### src/rtl/lsu_axi_master.sv
// LSU-side AXI4 master: one single-beat read or write per request.
// Sequences AR/R or AW/W/B, then hands completion to writeback.
module lsu_axi_master #(
  parameter int ADDR_W = 32,
  parameter int DATA_W = 64,
  parameter int ID_VAL = 0
) (
  input  logic                clock,
  input  logic                reset,
  input  logic                req_valid_i,
  output logic                req_ready_o,
  input  logic                req_write_i,
  input  logic [ADDR_W-1:0]   req_addr_i,
  input  logic [2:0]          req_size_i,
  input  logic [DATA_W-1:0]   req_wdata_i,
  input  logic [DATA_W/8-1:0] req_wstrb_i,
  output logic                awvalid_o,
  input  logic                awready_i,
  output logic [ADDR_W-1:0]   awaddr_o,
  output logic [3:0]          awid_o,
  output logic [7:0]          awlen_o,
  output logic [2:0]          awsize_o,
  output logic [1:0]          awburst_o,
  output logic                wvalid_o,
  input  logic                wready_i,
  output logic [DATA_W-1:0]   wdata_o,
  output logic [DATA_W/8-1:0] wstrb_o,
  output logic                wlast_o,
  input  logic                bvalid_i,
  output logic                bready_o,
  input  logic [1:0]          bresp_i,
  output logic                arvalid_o,
  input  logic                arready_i,
  output logic [ADDR_W-1:0]   araddr_o,
  output logic [3:0]          arid_o,
  output logic [7:0]          arlen_o,
  output logic [2:0]          arsize_o,
  output logic [1:0]          arburst_o,
  input  logic                rvalid_i,
  output logic                rready_o,
  input  logic [DATA_W-1:0]   rdata_i,
  input  logic [1:0]          rresp_i,
  input  logic                rlast_i,
  output logic [DATA_W-1:0]   rdata_o,
  output logic                rdata_we_o,
  output logic                done_valid_o,
  input  logic                done_ready_i,
  output logic                err_o
);

  typedef enum logic [2:0] {
    IDLE, RADDR, RDATA, WRITE, WRESP, DONE
  } state_e;

  state_e                state_q;
  logic                  req_ready_q;
  logic                  awvalid_q;
  logic                  wvalid_q;
  logic                  bready_q;
  logic                  arvalid_q;
  logic                  rready_q;
  logic                  done_valid_q;
  logic                  aw_done_q;
  logic                  w_done_q;
  logic                  err_q;
  logic                  rdata_we_q;
  logic [DATA_W-1:0]     rdata_q;
  logic [ADDR_W-1:0]     addr_q;
  logic [2:0]            size_q;
  logic [DATA_W-1:0]     wdata_q;
  logic [DATA_W/8-1:0]   wstrb_q;

  logic aw_hs;
  logic w_hs;
  logic aw_fin;
  logic w_fin;
  logic unused_rlast;

  // Single-beat reads: the last flag carries no extra information.
  assign unused_rlast = rlast_i;

  // Write-channel handshakes; a finished channel stays finished.
  always_comb begin
    aw_hs  = awvalid_q & awready_i;
    w_hs   = wvalid_q & wready_i;
    aw_fin = aw_done_q | aw_hs;
    w_fin  = w_done_q | w_hs;
  end

  // Transaction sequencer with registered handshake outputs.
  always_ff @(posedge clock or posedge reset) begin
    if (reset) begin
      state_q      <= IDLE;
      req_ready_q  <= 1'b1;
      awvalid_q    <= 1'b0;
      wvalid_q     <= 1'b0;
      bready_q     <= 1'b0;
      arvalid_q    <= 1'b0;
      rready_q     <= 1'b0;
      done_valid_q <= 1'b0;
      aw_done_q    <= 1'b0;
      w_done_q     <= 1'b0;
      err_q        <= 1'b0;
      rdata_we_q   <= 1'b0;
      rdata_q      <= '0;
      addr_q       <= '0;
      size_q       <= '0;
      wdata_q      <= '0;
      wstrb_q      <= '0;
    end else begin
      rdata_we_q <= 1'b0;
      unique case (state_q)
        IDLE: begin
          if (req_valid_i && req_ready_q) begin
            addr_q      <= req_addr_i;
            size_q      <= req_size_i;
            wdata_q     <= req_wdata_i;
            wstrb_q     <= req_wstrb_i;
            req_ready_q <= 1'b0;
            if (req_write_i) begin
              awvalid_q <= 1'b1;
              wvalid_q  <= 1'b1;
              aw_done_q <= 1'b0;
              w_done_q  <= 1'b0;
              state_q   <= WRITE;
            end else begin
              arvalid_q <= 1'b1;
              state_q   <= RADDR;
            end
          end
        end
        RADDR: begin
          if (arready_i) begin
            arvalid_q <= 1'b0;
            rready_q  <= 1'b1;
            state_q   <= RDATA;
          end
        end
        RDATA: begin
          if (rvalid_i) begin
            rdata_q      <= rdata_i;
            rdata_we_q   <= 1'b1;
            err_q        <= (rresp_i != 2'b00);
            rready_q     <= 1'b0;
            done_valid_q <= 1'b1;
            state_q      <= DONE;
          end
        end
        WRITE: begin
          if (aw_hs) awvalid_q <= 1'b0;
          if (w_hs)  wvalid_q  <= 1'b0;
          aw_done_q <= aw_fin;
          w_done_q  <= w_fin;
          if (aw_fin && w_fin) begin
            bready_q <= 1'b1;
            state_q  <= WRESP;
          end
        end
        WRESP: begin
          if (bvalid_i) begin
            err_q        <= (bresp_i != 2'b00);
            bready_q     <= 1'b0;
            done_valid_q <= 1'b1;
            state_q      <= DONE;
          end
        end
        DONE: begin
          if (done_ready_i) begin
            done_valid_q <= 1'b0;
            req_ready_q  <= 1'b1;
            state_q      <= IDLE;
          end
        end
        default: state_q <= IDLE;
      endcase
    end
  end

  assign req_ready_o  = req_ready_q;
  assign awvalid_o    = awvalid_q;
  assign awaddr_o     = addr_q;
  assign awid_o       = 4'(ID_VAL);
  assign awlen_o      = 8'd0;
  assign awsize_o     = size_q;
  assign awburst_o    = 2'b01;
  assign wvalid_o     = wvalid_q;
  assign wdata_o      = wdata_q;
  assign wstrb_o      = wstrb_q;
  assign wlast_o      = 1'b1;
  assign bready_o     = bready_q;
  assign arvalid_o    = arvalid_q;
  assign araddr_o     = addr_q;
  assign arid_o       = 4'(ID_VAL);
  assign arlen_o      = 8'd0;
  assign arsize_o     = size_q;
  assign arburst_o    = 2'b01;
  assign rready_o     = rready_q;
  assign rdata_o      = rdata_q;
  assign rdata_we_o   = rdata_we_q;
  assign done_valid_o = done_valid_q;
  assign err_o        = err_q;

endmodule

### config.mk
export PLATFORM = sky130hd
export DESIGN_NAME = lsu_axi_master
export DESIGN_NICKNAME = d
export VERILOG_FILES = /design/src/rtl/lsu_axi_master.sv
export SDC_FILE = /design/constraint.sdc
export NUM_CORES = 1
export LEC_CHECK = 0
export CORE_AREA = 2 2 169 171
export DETAILED_ROUTE_END_ITERATION = 7
export DIE_AREA = 0 0 171 173
export PLACE_DENSITY_LB_ADDON = 0.3
export SLEW_MARGIN = 30
export SYNTH_ARGS = -nofsm -noshare
export SYNTH_HDL_FRONTEND = slang
export SYNTH_SLANG_ARGS = --single-unit
### constraint.sdc
create_clock -name clock -period 7 [get_ports clock]
set_clock_uncertainty 0.2 [all_clocks]
set_input_delay 1.4 -clock clock [delete_from_list [all_inputs] [get_ports clock]]
set_output_delay 1.4 -clock clock [all_outputs]
set_load 0.01 [all_outputs]
==> results.json <==
{
  "status": "finished clean",
  "place_area_um2": 11600,
  "grt_overflow": 0,
  "final_cell_mix": "399 x clkdlybuf4s50_1, 184 x dfrtp_1, 172 x mux2_2",
  "syn_inst": 502,
  "synth_edf_count": 0,
  "worstPathCellList": "clkdlybuf4s50_1 > nor2b_1 > nand3_4 > buf_4 > mux2_2",
  "period_share": 0.485,
  "utilization": 0.440,
  "ys.warnings.count": 0,
  "grt.total_usage": 0.135,
  "synth.area.mux_share": 0.260,
  "cts-resized-gates": 0,
  "cts_tree": "yes",
  "cap_violations": 0,
  "crit_path_start_kind": "input port",
  "dp_cells": 1224,
  "synth_compound_area_frac": 0.0167,
  "layout_commonest_cell": "clkdlybuf4s50_1",
  "clk_path_buf_depth": 2,
  "yosys.area.top_type_share": 0.608,
  "reg2reg_setup_slack_ns": 4.39,
  "setup_viol": 0,
  "ctsRootBufferMaster": "clkbuf_16",
  "cpLargestDelayFamily": "buffers and inverters",
  "viasPerCell": 4.14,
  "crit_fanout": 41,
  "r2r-end": "wdata_o[49]",
  "hp-start": "arvalid_o",
  "grt_max_degree": 95,
  "critPathRequiredTime_ns": 7.10,
  "reg2reg_depth": 4,
  "worst_pin_slew_ns": 0.869,
  "fin_crit_ns": 3.40,
  "coreArea_um2": 27600,
  "cts.clk_slew.worst_paths_ns": 0.07,
  "start_util": 0.274,
  "drive_above_1_share": 0.247,
  "cts_setup_buffers": 0,
  "fill_cells": 2556,
  "power.leakage_nw": 5.45,
  "synth_top_family_by_area": "multiplexers",
  "dpl.hpwl_mm": 15.1,
  "drtIter0Drc": 159,
  "io_buffers": 399,
  "die_area_um2": 29600,
  "ys_top_cells_by_area": "dfrtp_1 61%, mux2_2 26%, buf_4 6.4%",
  "io_pins": 430,
  "synth-seq-cells": 185,
  "grt_pass1_vias": 5405,
  "drt-wirelength-per-cell_um": 16.1,
  "yosys.area_share.simple": 0.0241,
  "hold_violations": 0,
  "antenna_left": 0,
  "setup_tns_ns": 0,
  "cts_inserted_buffers": 17,
  "clk-insertion-delay-late_ns": 0.43,
  "wl_mm": 20.2,
  "min_path_type": "register to register",
  "grt_pass1_wl_mm": 31.0,
  "end_kind": "register",
  "final_max_slew_viol_count": 0,
  "design_area_um2": 12200,
  "worstSetupPathType": "input port to register",
  "cp_slowest_stage_delay_ns": 0.48,
  "whs_ns": 0.299,
  "die_w_um": 171,
  "r2r_start": "state_q[0]",
  "nNetsFinal": 1051,
  "yosys_most_used_dff": "dfrtp_1",
  "max_slew_margin": 0.421,
  "synth_fa_ha_area_frac": 0,
  "synth_area_um2": 7570,
  "route.detailed.drc": 0,
  "fin_cells": 1256,
  "rsz0062_at_grt": "no",
  "synth.distinct_cells": 37,
  "antenna_found_initial": 0,
  "cts_max_level": 4,
  "async_flop_share": 1.00,
  "num_vias": 5201,
  "row_count": 61,
  "min_to": "arvalid_o",
  "cts_sinks": 185,
  "yosysSeqAreaShare": 0.612,
  "drt_pass1_iterations": 4,
  "synth_top_cell_by_area": "dfrtp_1",
  "min_path_cells": 2,
  "die_height_um": 173,
  "path_buf_inv": 2,
  "peakVddDrop_uv": 141,
  "fmax_ghz": 0.294,
  "gp_congestion": 0.732,
  "syn_avg_cell_area_um2": 15.1,
  "antenna_cells": 0,
  "critPathArrivalTime_ns": 3.50,
  "postCtsHoldBufs": 0,
  "slowest_stage": "buf_4",
  "area_growth_pct": 60.7,
  "synthXorXnorAreaFrac": 0.00116,
  "p_per_area_nw_per_um2": 185
}
==> metal layers <==
layer,global-route usage,vias to the layer above,wire length [um]
li1,-,2375,-
met1,0.151,2577,7480
met2,0.247,235,10800
met3,0.0449,14,1690
met4,0.0318,0,246
met5,0,-,0
==> how the worst max path moves through the flow <==
stage | startpoint | endpoint | slack, ns | depth (start not counted)
5_1_grt | req_valid_i | wdata_o[58] | 3.46 | 5
4_1_cts | req_valid_i | wdata_o[49] | 3.58 | 5
3_3_place_gp | req_valid_i | wdata_o[49] | 2.61 | 5
6_report | req_valid_i | wdata_o[49] | 3.60 | 5
3_5_place_dp | req_valid_i | araddr_o[22] | 3.11 | 5
2_1_floorplan | reset | araddr_o[0] | 0.37 | 1
==> final cells by class <==
| class | instances | area, um^2 | share of cell area |
|---|---|---|---|
| clock buffers | 19 | 453 | 0.0372 |
| clock inverters | 13 | 126 | 0.0104 |
| inverters | 4 | 22.5 | 0.00185 |
| multi-input cells | 254 | 2410 | 0.198 |
| flip-flops and latches | 185 | 4630 | 0.381 |
| well taps | 378 | 473 | 0.0389 |
| repair buffers | 403 | 4050 | 0.333 |
==> worst min-delay path, delay by kind of cell, from the launching register on <==
family | cells | cell delay, ns
and+or+nand+nor | 1 | 0.05
DFF | 1 | 0.34
AOI/OAI and AO/OA | 1 | 0.07
==> registers in the layout (all words and copies together), names as in the netlist, 3 cells and up <==
| name | cells |
|---|---|
| rdata_o | 64 |
| wdata_o | 64 |
| araddr_o | 32 |
| wstrb_o | 8 |
| arsize_o | 3 |
| state_q | 3 |
==> cell usage after synthesis, types with 2 or more instances <==
cell     number
buf_6         6
nand2_1       7
o21ai_0       5
inv_1         4
mux2i_1       2
a21oi_1      10
conb_1        2
nor2_1        4
buf_4        65
nor3_1        3
buf_2        14
dfrtp_1     184
mux2_2      172
==> power breakdown <==
part,switching (mW),internal (mW),leakage [nW]
sequential,0.00900,1.09,2.50
clock,0.461,0.492,0.285
combinational,0.0666,0.137,2.66
==> kinds of logic (layout without fill, tap and decap cells) <==
kind of cell,Yosys count,count (layout)
flops,185,185
mux,175,175
buf+inv,90,439
simple gates,28,28
compound gates,21,21
other cells,2,29
xor+xnor,1,1
==> through the flow <==
step           power, mW  setup slack (ns)
2_1_floorplan       1.18             0.373
6_report            2.25              3.60
4_1_cts             2.30              3.58
3_5_place_dp        1.32              3.11
5_1_grt             2.36              3.46
3_3_place_gp        1.32              2.61
(Power assumes the default switching activity.)
